$ cat src/rtl/apm_seq_pkg.sv
// apm_seq_pkg: APM mode encodings and sequencer state shared by the MAC sequencer.
package apm_seq_pkg;
    localparam logic [2:0] MODEY_MULT   = 3'b001;
    localparam logic [3:0] MODEZ_ZERO   = 4'b0000;
    localparam logic [3:0] MODEZ_PFB    = 4'b0001;
    localparam logic [4:0] MODEIN_XONLY = 5'b00010;
    typedef enum logic [1:0] {IDLE, FEED, DRAIN, RESULT} state_t;
endpackage

$ cat src/rtl/apm_tag_pipe.sv
// apm_tag_pipe: {v, first} delay line that tracks operands through the APM multiplier register.
module apm_tag_pipe
    import apm_seq_pkg::*;
#(
    parameter int DEPTH = 1
) (
    input  logic CLK,
    input  logic arst_x,
    input  logic v_in,
    input  logic first_in,
    output logic v_out,
    output logic first_out
);
    if (DEPTH == 0) begin : g_wire
        assign v_out     = v_in;
        assign first_out = first_in;
    end else begin : g_reg
        always_ff @(posedge CLK or posedge arst_x) begin
            if (arst_x) begin
                v_out     <= 1'b0;
                first_out <= 1'b0;
            end else begin
                v_out     <= v_in;
                first_out <= first_in;
            end
        end
    end
endmodule

$ cat src/rtl/apm_mac_seq.sv
// apm_mac_seq: drives one APM as a signed multiply-accumulate engine over a LEN-pair job.
module apm_mac_seq
    import apm_seq_pkg::*;
#(
    parameter int LEN_W    = 8,
    parameter int MULT_REG = 1
) (
    input  logic             CLK,
    input  logic             RST,
    input  logic             START,
    input  logic [LEN_W-1:0] LEN,
    input  logic             OP_VALID,
    output logic             OP_READY,
    input  logic [24:0]      OP_X,
    input  logic [17:0]      OP_Y,
    output logic [29:0]      APM_X,
    output logic [17:0]      APM_Y,
    output logic [2:0]       APM_MODEY,
    output logic [3:0]       APM_MODEZ,
    output logic [4:0]       APM_MODEIN,
    output logic             APM_CEM,
    output logic             APM_CEP,
    output logic             APM_RSTP,
    input  logic [47:0]      APM_P,
    output logic             RES_VALID,
    input  logic             RES_READY,
    output logic [47:0]      RES_DATA,
    output logic             BUSY
);
    state_t           state;
    logic [LEN_W-1:0] remaining;
    logic             first_pend;
    logic             accept;
    logic             zero_job;
    logic             tag_v;
    logic             tag_first;

    assign accept     = OP_VALID & OP_READY;
    // Clearing P combinationally lets an empty job report 0 on its first RESULT cycle.
    assign zero_job   = (state == IDLE) & START & (LEN == '0);
    assign APM_X      = accept ? {{5{OP_X[24]}}, OP_X} : '0;
    assign APM_Y      = accept ? OP_Y : '0;
    assign APM_MODEY  = MODEY_MULT;
    assign APM_MODEIN = MODEIN_XONLY;
    assign APM_CEM    = 1'b1;
    assign APM_CEP    = tag_v;
    assign APM_MODEZ  = tag_first ? MODEZ_ZERO : MODEZ_PFB;
    assign APM_RSTP   = RST | zero_job;
    assign RES_DATA   = APM_P;

    apm_tag_pipe #(.DEPTH(MULT_REG)) u_tag_pipe (
        .CLK       (CLK),
        .arst_x    (RST),
        .v_in      (accept),
        .first_in  (accept & first_pend),
        .v_out     (tag_v),
        .first_out (tag_first)
    );

    always_ff @(posedge CLK or posedge RST) begin
        if (RST) begin
            state      <= IDLE;
            remaining  <= '0;
            first_pend <= 1'b0;
            OP_READY   <= 1'b0;
            RES_VALID  <= 1'b0;
            BUSY       <= 1'b0;
        end else begin
            case (state)
                IDLE: if (START) begin
                    BUSY <= 1'b1;
                    if (LEN != '0) begin
                        remaining  <= LEN;
                        first_pend <= 1'b1;
                        OP_READY   <= 1'b1;
                        state      <= FEED;
                    end else begin
                        RES_VALID <= 1'b1;
                        state     <= RESULT;
                    end
                end
                FEED: if (accept) begin
                    remaining  <= remaining - LEN_W'(1);
                    first_pend <= 1'b0;
                    if (remaining == LEN_W'(1)) begin
                        OP_READY <= 1'b0;
                        state    <= DRAIN;
                    end
                end
                // Wait until the last product has landed in P before presenting it.
                DRAIN: if (!tag_v) begin
                    RES_VALID <= 1'b1;
                    state     <= RESULT;
                end
                RESULT: if (RES_READY) begin
                    RES_VALID <= 1'b0;
                    BUSY      <= 1'b0;
                    state     <= IDLE;
                end
                default: state <= IDLE;
            endcase
        end
    end
endmodule

$ cat config.mk
export PLATFORM = sky130hd
export DESIGN_NAME = apm_mac_seq
export DESIGN_NICKNAME = d
export VERILOG_FILES = /design/src/rtl/apm_seq_pkg.sv /design/src/rtl/apm_tag_pipe.sv /design/src/rtl/apm_mac_seq.sv
export SDC_FILE = /design/constraint.sdc
export NUM_CORES = 1
export LEC_CHECK = 0
export CAP_MARGIN = 10
export CORE_MARGIN = 5
export CORE_UTILIZATION = 28
export CTS_CLUSTER_DIAMETER = 200
export DETAILED_ROUTE_END_ITERATION = 10
export PLACE_DENSITY = 0.91
export SLEW_MARGIN = 20
export SYNTH_ARGS = -nofsm -noshare
export SYNTH_HDL_FRONTEND = slang
export SYNTH_SLANG_ARGS = --single-unit
$ cat constraint.sdc
create_clock -name CLK -period 2.5 [get_ports CLK]
set_clock_uncertainty 0.2 [all_clocks]
set_input_delay 0.25 -clock CLK [delete_from_list [all_inputs] [get_ports CLK]]
set_output_delay 0.25 -clock CLK [all_outputs]
set_load 0.1 [all_outputs]
### Word level (Yosys, flattened, before mapping)

Cells that the tools add are included.

* register bits: 16
* input bits: 104
* word-level logic and storage cells: 64

* add/subtract/negate cells: 1
* equality and inequality tests: 11
* muxes and demuxes: 28
* bitwise operators: 5
* reductions and logical operators: 11

Operator list (count)
* 30-bit two-way mux: 1
* 8-bit two-way mux: 3
* 18-bit two-way mux: 1
* 8-bit case mux with 2 select lines: 1
* 5-bit AND reduction: 3
* 2-bit two-way mux: 6
* 2-bit inequality test (second input constant): 6
* 1-bit two-way mux: 11
* 8-bit by 1-bit equality test with 1-bit output (second input constant): 1
* 8-bit zero test: 1
* 2-bit case mux with 4 select lines: 1
* 8-bit nonzero test: 1
* 8-bit by 1-bit subtractor with 8-bit output (second input constant): 1
* 1-bit case mux with 2 select lines: 3
* 1-bit bitwise AND: 4
* 2-bit equality test (second input constant): 2
* 4-bit AND reduction: 1
* 2-bit nonzero test: 2
* 1-bit case mux with 3 select lines: 1
* 3-bit AND reduction: 1
* 3-bit nonzero test: 1
* 2-bit by 1-bit equality test with 1-bit output (second input constant): 1
* 2-bit zero test: 1
* 2-bit by 1-bit inequality test with 1-bit output (second input constant): 1
* 1-bit OR: 1

### Depth between registers and ports, before layout

Gate-level depths: netlist (run 1).

* word-level depth: 4
* mapped depth: 7
* mapped depth without buffers: 6

### Cells and area by module

A second synthesis (run 1) with hierarchy kept.

* cells, all modules: 240
* area total of the unflattened synthesis: 1926.8 um^2

Modules (own cells, without submodules)
* apm_mac_seq: instances 1, cells each 237, area each 1873.0 um^2, sequential area each 350.3 um^2
* apm_tag_pipe: instances 1, cells each 3, area each 53.8 um^2, sequential area each 50.0 um^2

### Worst setup path after synthesis (run 1)

Ideal clock, no wire load.

* path kind: flip-flop to output port
* start: register state[0]
* end: output APM_RSTP
* arrival: 3.275 ns
* path slack: -1.225 ns
* cell stages (with the launch flop): 6
* path buffers: 1
* cells stage by stage: dfrtp_1 -> inv_1 -> ha_1 -> clkbuf_1 -> nand2_1 -> o31ai_1

* cells in the longest elaborated chain, start to end: 4

Ends and longest elaborated chain
* start, declared: line apm_mac_seq.sv:30 `state_t state;`
* start signal, assigned: line apm_mac_seq.sv:62 `state <= IDLE;`
* start signal, assigned: line apm_mac_seq.sv:76 `state <= FEED;`
* start signal, assigned: line apm_mac_seq.sv:79 `state <= RESULT;`
* 2-bit zero test: line apm_mac_seq.sv:40 `assign zero_job = (state == IDLE) & START & (LEN == '0);`
* 1-bit bitwise AND (2 in series): line apm_mac_seq.sv:40
* 1-bit OR: line apm_mac_seq.sv:48 `assign APM_RSTP = RST | zero_job;`
* end, declared: line apm_mac_seq.sv:23 `output logic APM_RSTP,`

No other way between the ends.

### Final worst setup path (run 1)

Same ends and word-level chain as after synthesis.

==> results.md, run 1 <==
- Status: finished, final reports clean
- Largest cells by area after synthesis: buf_4 (26%), dfrtp_1 (21%), and3_1 (15%)
- Worst path max stage delay: 0.40 ns
- Setup WS post-layout: 0.1613 ns
- Synth warn: 0
- CTS max path bufs: 2
- Vias per cell: 4.854
- Vias post-DR: 1762
- Number of max-cap violations: 0
- CTS Root Cell: clkbuf_8
- Crit path arrival time: 1.89 ns
- GPL Wtd Cong: 0.8635
- Wirelength per Cell: 17.79 um
- Startpoint types: register
- Flop2flop setup slack: 0.35 ns
- Pwr/cell area: 725.2 mW/mm^2
- Dpl ws: 0.1712 ns
- Least-Margin Pin Slew: 0.6216 ns
- Crit path max-delay cell type: dfrtp_1
- #FFs+latches synth: 16
- Worst skew pair latency: 0.25 ns
- Hold_buf cts: 0
- CP required: 2.05 ns
- GR Util All Layers: 14.43%
- CTS buffer count: 3
- Crit path buf inv count: 2
- Largest net degree at the start of global routing: 45
- Worst slew margin: 58.24%
- Net count, final: 395
- Die ar.: 0.008505 mm^2
- Post-CTS setup buffer count: 0
- Sink Count: 16
- # rows: 30
- First-pass GRT wire length: 9.867 mm
- Register area share after synthesis: 21.15%
- Layout fillers: 605
- Leak: 1.445 nW
- GRT Residual Overflow: 0
- Chip width: 92.23 um
- Worst reg2reg startpoint: remaining[0]
- Post-CTS sizing: 0
- Post-Syn Area: 0.001893 mm^2
- Clk slew on worst S/H paths: 0.07 ns
- Avg Cell Area, Syn: 8.090 um^2
- Fmax: 427.6 MHz
- Crit path cell chain: inv_1, ha_1, nand2_1, o31ai_4, buf_12
- CTS tree: done
- Core footprint: 0.006681 mm^2
- # DRC: 0
- H-tree depth: 1
- Worst hold margin: 0.2321 ns
- Final Routed Wirelength: 6.458 mm
- Synthesized instance count: 234
- RSZ-0062 raised after global routing: false
- Top delay family on crit path: flip-flops
- Tot Pwr: 2.308 mW
- Synth unique cells: 39
- Worst R2R End: remaining[6]
- Largest area contributor in the netlist: buf_4
- P&R area growth vs syn: 68.14%
- Worst path depth: 5
- Setup TNS Final: 0 ns
- Cell area after layout: 0.003183 mm^2
- Setup-failing EPs final: 0
- Worst hold-check path type: in -> async
- Initial DRT Pass Iterations: 4
- Antenna-violating nets left: 0
- Diodes inserted: 0
- PortBufs: 109
- Starting Density: 28.33%
- Hold Fails Final Rpt: 0
- Minimum clock period after layout: 2.339 ns
- Worst vdd ir: 288.8 uV
- CP Max Fanout: 9
- Initial antenna violation count: 0
- Initial DRC Count: 57
- Reg2Reg Depth: 6
- DP Wirelength: 5.385 mm
- Crit path kind: reg -> out
- DP Area: 0.003128 mm^2
- Vias in the first global route: 1793
- Die Ht: 92.23 um
- I/O Pins: 218
- Synth top area share: 25.78%
- Period utilization: 93.55%
- Worst setup EP type: output port
- Final Max Tran Viols: 0
- Layout cells sized above 1: 26.50%
-- tightest hold or removal path, delay by kind of cell --
| kind | cells | cell delay [ns] |
|---|---|---|
| buffers and inverters | 3 | 0.80 |
-- cell usage in the layout (no fill, tap or decap), types with 2 or more instances in the layout --
master	netlist	final
a21oi_1	4	4
nor4_1	2	2
nand2b_1	4	4
mux2i_1	5	5
a41oi_1	2	2
nor2_1	7	7
conb_1	2	12
nand2_1	9	9
buf_4	65	10
clkdlybuf4s50_1	0	55
buf_12	0	50
or4_4	2	2
clkbuf_8	0	4
nand3_1	5	5
dfrtp_1	16	15
a31oi_1	3	3
inv_1	9	9
ha_1	7	7
a211oi_1	2	2
a22oi_1	5	5
and3_1	45	44
o22a_1	7	7
-- flip-flops by register name (all words and copies together) (netlist names) --
signal,count
u_tag_pipe.v_out,1
RES_VALID,1
BUSY,1
state,2
OP_READY,1
u_tag_pipe.first_out,1
first_pend,1
remaining,8
-- layer usage --
layer	vias up	global-route usage (%)	share of wire, %
met5	-	0	0
met2	77	27.25	55
met1	840	15.47	35
met3	13	4.840	9.2
met4	0	2.970	0.76
li1	832	-	-
-- cells by family (layout without fill, tap and decap cells) --
family / Yosys count / after routing / share of synthesized area [%]
AND/OR/NAND/NOR: 81 / 81 / 25.31
adder cells (fa/ha/maj): 7 / 7 / 4.626
multiplexers: 5 / 5 / 2.644
flip-flops: 16 / 16 / 21.15
AO/OA/AOI/OAI: 34 / 34 / 15.27
other: 2 / 12 / 0.3967
buffers and inverters: 89 / 128 / 30.60
-- stage by stage --
stage	utilization, %	std cells
after global placement	46.82	359
after global routing	47.64	363
after detailed placement	46.82	359
final	47.64	363
after CTS	47.64	363
after floorplan	-	244
-- worst max-delay path by stage --
stage                            to     start
after CTS                  APM_RSTP  state[0]
after global placement     APM_RSTP    LEN[2]
after global routing       APM_RSTP  state[0]
after floorplan           APM_Y[10]  OP_READY
final                      APM_RSTP  state[0]
after detailed placement   APM_RSTP    LEN[2]
-- cell type report --
cell class | instances | area (um^2) | share of cell area (%)
clock buffer | 4 | 55.05 | 1.730
inverter | 9 | 33.78 | 1.061
multi-input combinational | 139 | 965.9 | 30.35
sequential | 16 | 401.6 | 12.62
tap | 80 | 100.1 | 3.145
timing repair buffer | 115 | 1627 | 51.10
-- synthesized netlist by cell type --
library cell	number
buf_4	65
and3_1	45
dfrtp_1	16
clkbuf_1	14
inv_1	9
nand2_1	9
ha_1	7
nor2_1	7
o22a_1	7
a22oi_1	5
mux2i_1	5
nand3_1	5
a21oi_1	4
nand2b_1	4
a31oi_1	3
a211oi_1	2
a41oi_1	2
conb_1	2
nor4_1	2
or4_4	2
a21oi_2	1
a22o_4	1
and2_1	1
and2_4	1
and3b_1	1
buf_2	1
nand4b_1	1
nor3_1	1
nor3b_1	1
o21a_1	1
o21ai_0	1
o21ai_4	1
o21bai_4	1
o22ai_1	1
o2bb2ai_1	1
o31ai_1	1
o31ai_2	1
o32a_1	1
or4_1	1
-- where the power goes --
part | leakage, nW | switching [mW] | total (mW) | internal [mW]
combinational | 1.24 | 0.994 | 1.61 | 0.619
sequential | 0.177 | 0.0941 | 0.462 | 0.367
clock | 0.0288 | 0.0937 | 0.234 | 0.140
total | 1.44 | 1.18 | 2.31 | 1.13
(Power assumes the default switching activity.)
==> inputs of run 2 (changes only) <==
--- a/config.mk
+++ b/config.mk
@@ -6,8 +6,8 @@
 export NUM_CORES = 1
 export LEC_CHECK = 0
 export CAP_MARGIN = 10
-export CORE_MARGIN = 5
 export CORE_UTILIZATION = 28
+export CTS_BUF_LIST = sky130_fd_sc_hd__clkbuf_2 sky130_fd_sc_hd__clkbuf_4 sky130_fd_sc_hd__clkbuf_8
 export CTS_CLUSTER_DIAMETER = 200
 export DETAILED_ROUTE_END_ITERATION = 10
 export PLACE_DENSITY = 0.91
==> results.md, run 2 (synthesis results as in run 1) <==
- Register Area: 401.6 um^2 (unchanged)
- Flop2flop setup slack: 0.39 ns (+0.04 ns)
- Startpoint types: register
- CP Max Fanout: 9 (unchanged)
- Final Routed Wirelength: 6.161 mm (-4.6%)
- Top reg by flops: remaining
- CTS Root Cell: clkbuf_8
- Minimum clock period after layout: 2.334 ns (-0.004497 ns)
- Status: finished with violations
- CP required: 2.05 ns (about the same)
- Cell area after layout: 0.003168 mm^2 (-0.47%)
- Worst slew margin: 58.12% (-0.12 points)
- PortBufs: 109 (unchanged)
- Chip width: 84.23 um (-8.7%)
- Worst setup EP type: output port
- Largest registers: remaining: 8 flops, state: 2 flops
- Worst R2R End: remaining[6]
- Antenna-violating nets left: 0 (unchanged)
- Setup-failing EPs final: 0 (unchanged)
- GPL Wtd Cong: 0.9266 (+7.3%)
- GR Util All Layers: 16.85% (+2.4 points)
- Final Max Tran Viols: 0 (unchanged)
- Layout cells sized above 1: 26.76% (+0.26 points)
- Clk slew on worst S/H paths: 0.06 ns (about the same)
- Core footprint: 0.006422 mm^2 (-3.9%)
- Worst path max stage delay: 0.41 ns (about the same)
- Vias in the first global route: 1743 (-2.8%)
- Setup TNS Final: 0 ns (unchanged)
- Max reg flops: 8 (unchanged)
- Worst reg2reg startpoint: remaining[0]
- CTS tree: done
- Layout fillers: 579 (-4.3%)
- Pwr/cell area: 723.5 mW/mm^2 (-0.23%)
- DP Wirelength: 5.162 mm (-4.2%)
- Hold_buf cts: 0 (unchanged)
- Sink Count: 16 (unchanged)
- Die Ht: 84.23 um (-8.7%)
- Crit path kind: reg -> out
- Finished Layout Cells: 361 (-0.55%)
- Hold Fails Final Rpt: 0 (unchanged)
- Commonest non-fill, non-tap cell in the layout: clkdlybuf4s50_1
- Worst vdd ir: 276.6 uV (-4.2%)
- Vias per cell: 4.911 (+1.2%)
- Crit path buf inv count: 2 (unchanged)
- Diodes inserted: 0 (unchanged)
- DP Area: 0.003119 mm^2 (-0.28%)
- Leak: 1.443 nW (-0.12%)
- Crit path arrival time: 1.88 ns (about the same)
- Most frequent cells in the layout: clkdlybuf4s50_1 (55), buf_12 (49), and3_1 (44)
- Placed cells: 357 (-0.56%)
- CTS max path bufs: 2 (unchanged)
- First-pass GRT wire length: 9.453 mm (-4.2%)
- Initial DRT Pass Iterations: 8 (+4)
- Net count, final: 396 (+0.25%)
- Starting Density: 29.48% (+1.1 points)
- RSZ-0062 raised after global routing: false
- Fmax: 428.4 MHz (+0.19%)
- Met2 Use GR: 28.39% (+1.1 points)
- Reg2Reg Depth: 6 (unchanged)
- Crit path cell chain: inv_1, ha_1, nand2_1, o31ai_4, buf_12
- Post-CTS sizing: 0 (unchanged)
- P&R area growth vs syn: 67.35%
- H-tree depth: 1 (unchanged)
- GR peak layer: met2
- Die ar.: 0.007094 mm^2 (-17%)
- Area of the multi-input gates: 965.9 um^2 (unchanged)
- # DRC: 22 (+22)
- GRT Residual Overflow: 0 (unchanged)
- Number of max-cap violations: 0 (unchanged)
- Initial DRC Count: 82 (+44%)
- Least-Margin Pin Slew: 0.6234 ns (+0.001805 ns)
- Worst skew pair latency: 0.25 ns (about the same)
- # rows: 29 (-3.3%)
- Worst hold-check path type: in -> async
- Largest net degree at the start of global routing: 28 (-38%)
- Top delay family on crit path: flip-flops
- Vias post-DR: 1773 (+0.62%)
- Crit path max-delay cell type: dfrtp_1
- Grt met3 use: 6.686% (+1.8 points)
- Met1 usage: 19.31% (+3.8 points)
- CTS buffer count: 3 (unchanged)
- Post-CTS setup buffer count: 0 (unchanged)
- Wirelength per Cell: 17.07 um (-4.1%)
- Initial antenna violation count: 0 (unchanged)
- Tot Pwr: 2.292 mW (-0.70%)
- I/O Pins: 218 (unchanged)
- Failing checks: design-rule violations
- Period utilization: 93.37% (-0.18 points)
## run 2: cell types whose count changed in the layout (fill, tap and decap cells not counted)
cell,change
buf_12,-1
clkbuf_8,-1
buf_4,+2
clkbuf_4,+1
## run 2: through the flow
step / hold WS, ns / utilization [%] / setup slack (ns)
5_1_grt: 0.2680 / 49.33 / 0.07318
2_1_floorplan: -0.006249 / - / 0.07804
3_5_place_dp: 0.2728 / 48.57 / 0.1810
6_report: 0.2029 / 49.33 / 0.1658
3_3_place_gp: 0.2705 / 48.57 / 0.2076
4_1_cts: 0.2050 / 49.33 / 0.1455
## run 2: worst reg2reg max path, cell delays in order (launching register included)
cell,delay [ns]
dfrtp_1,0.40
inv_1,0.11
ha_1,0.23
nand4b_1,0.20
or4_1,0.49
o22a_1,0.20
o22a_1,0.17
## run 2: per-layer routing
layer,share of wire [%],wire length [um]
met4,2.4,146
met1,38,2369
met5,0,0
met2,49,3012
met3,10,632
## run 2: worst max path at each step
stage,startpoint,endpoint,slack (ns),cells past startpoint
after floorplan,OP_READY,APM_Y[10],0.08,3
after global placement,LEN[2],APM_RSTP,0.21,4
after detailed placement,LEN[2],APM_RSTP,0.18,4
after CTS,state[0],APM_RSTP,0.15,5
after global routing,state[0],APM_RSTP,0.07,5
final,state[0],APM_RSTP,0.17,5
## run 2: area by class of cell
class / count / share of cell area (%)
Sequential cell: 16 / 12.68
Multi-Input combinational cell: 139 / 30.49
Tap cell: 77 / 3.041
Inverter: 9 / 1.066
Clock buffer: 4 / 1.540
Timing Repair Buffer: 116 / 51.18
## run 2: power by group
group	leakage, nW	switching (mW)	total (mW)	internal (mW)
Sequential	0.177	0.0943	0.462	0.368
Combinational	1.24	0.999	1.62	0.618
Clock	0.0262	0.0890	0.213	0.124
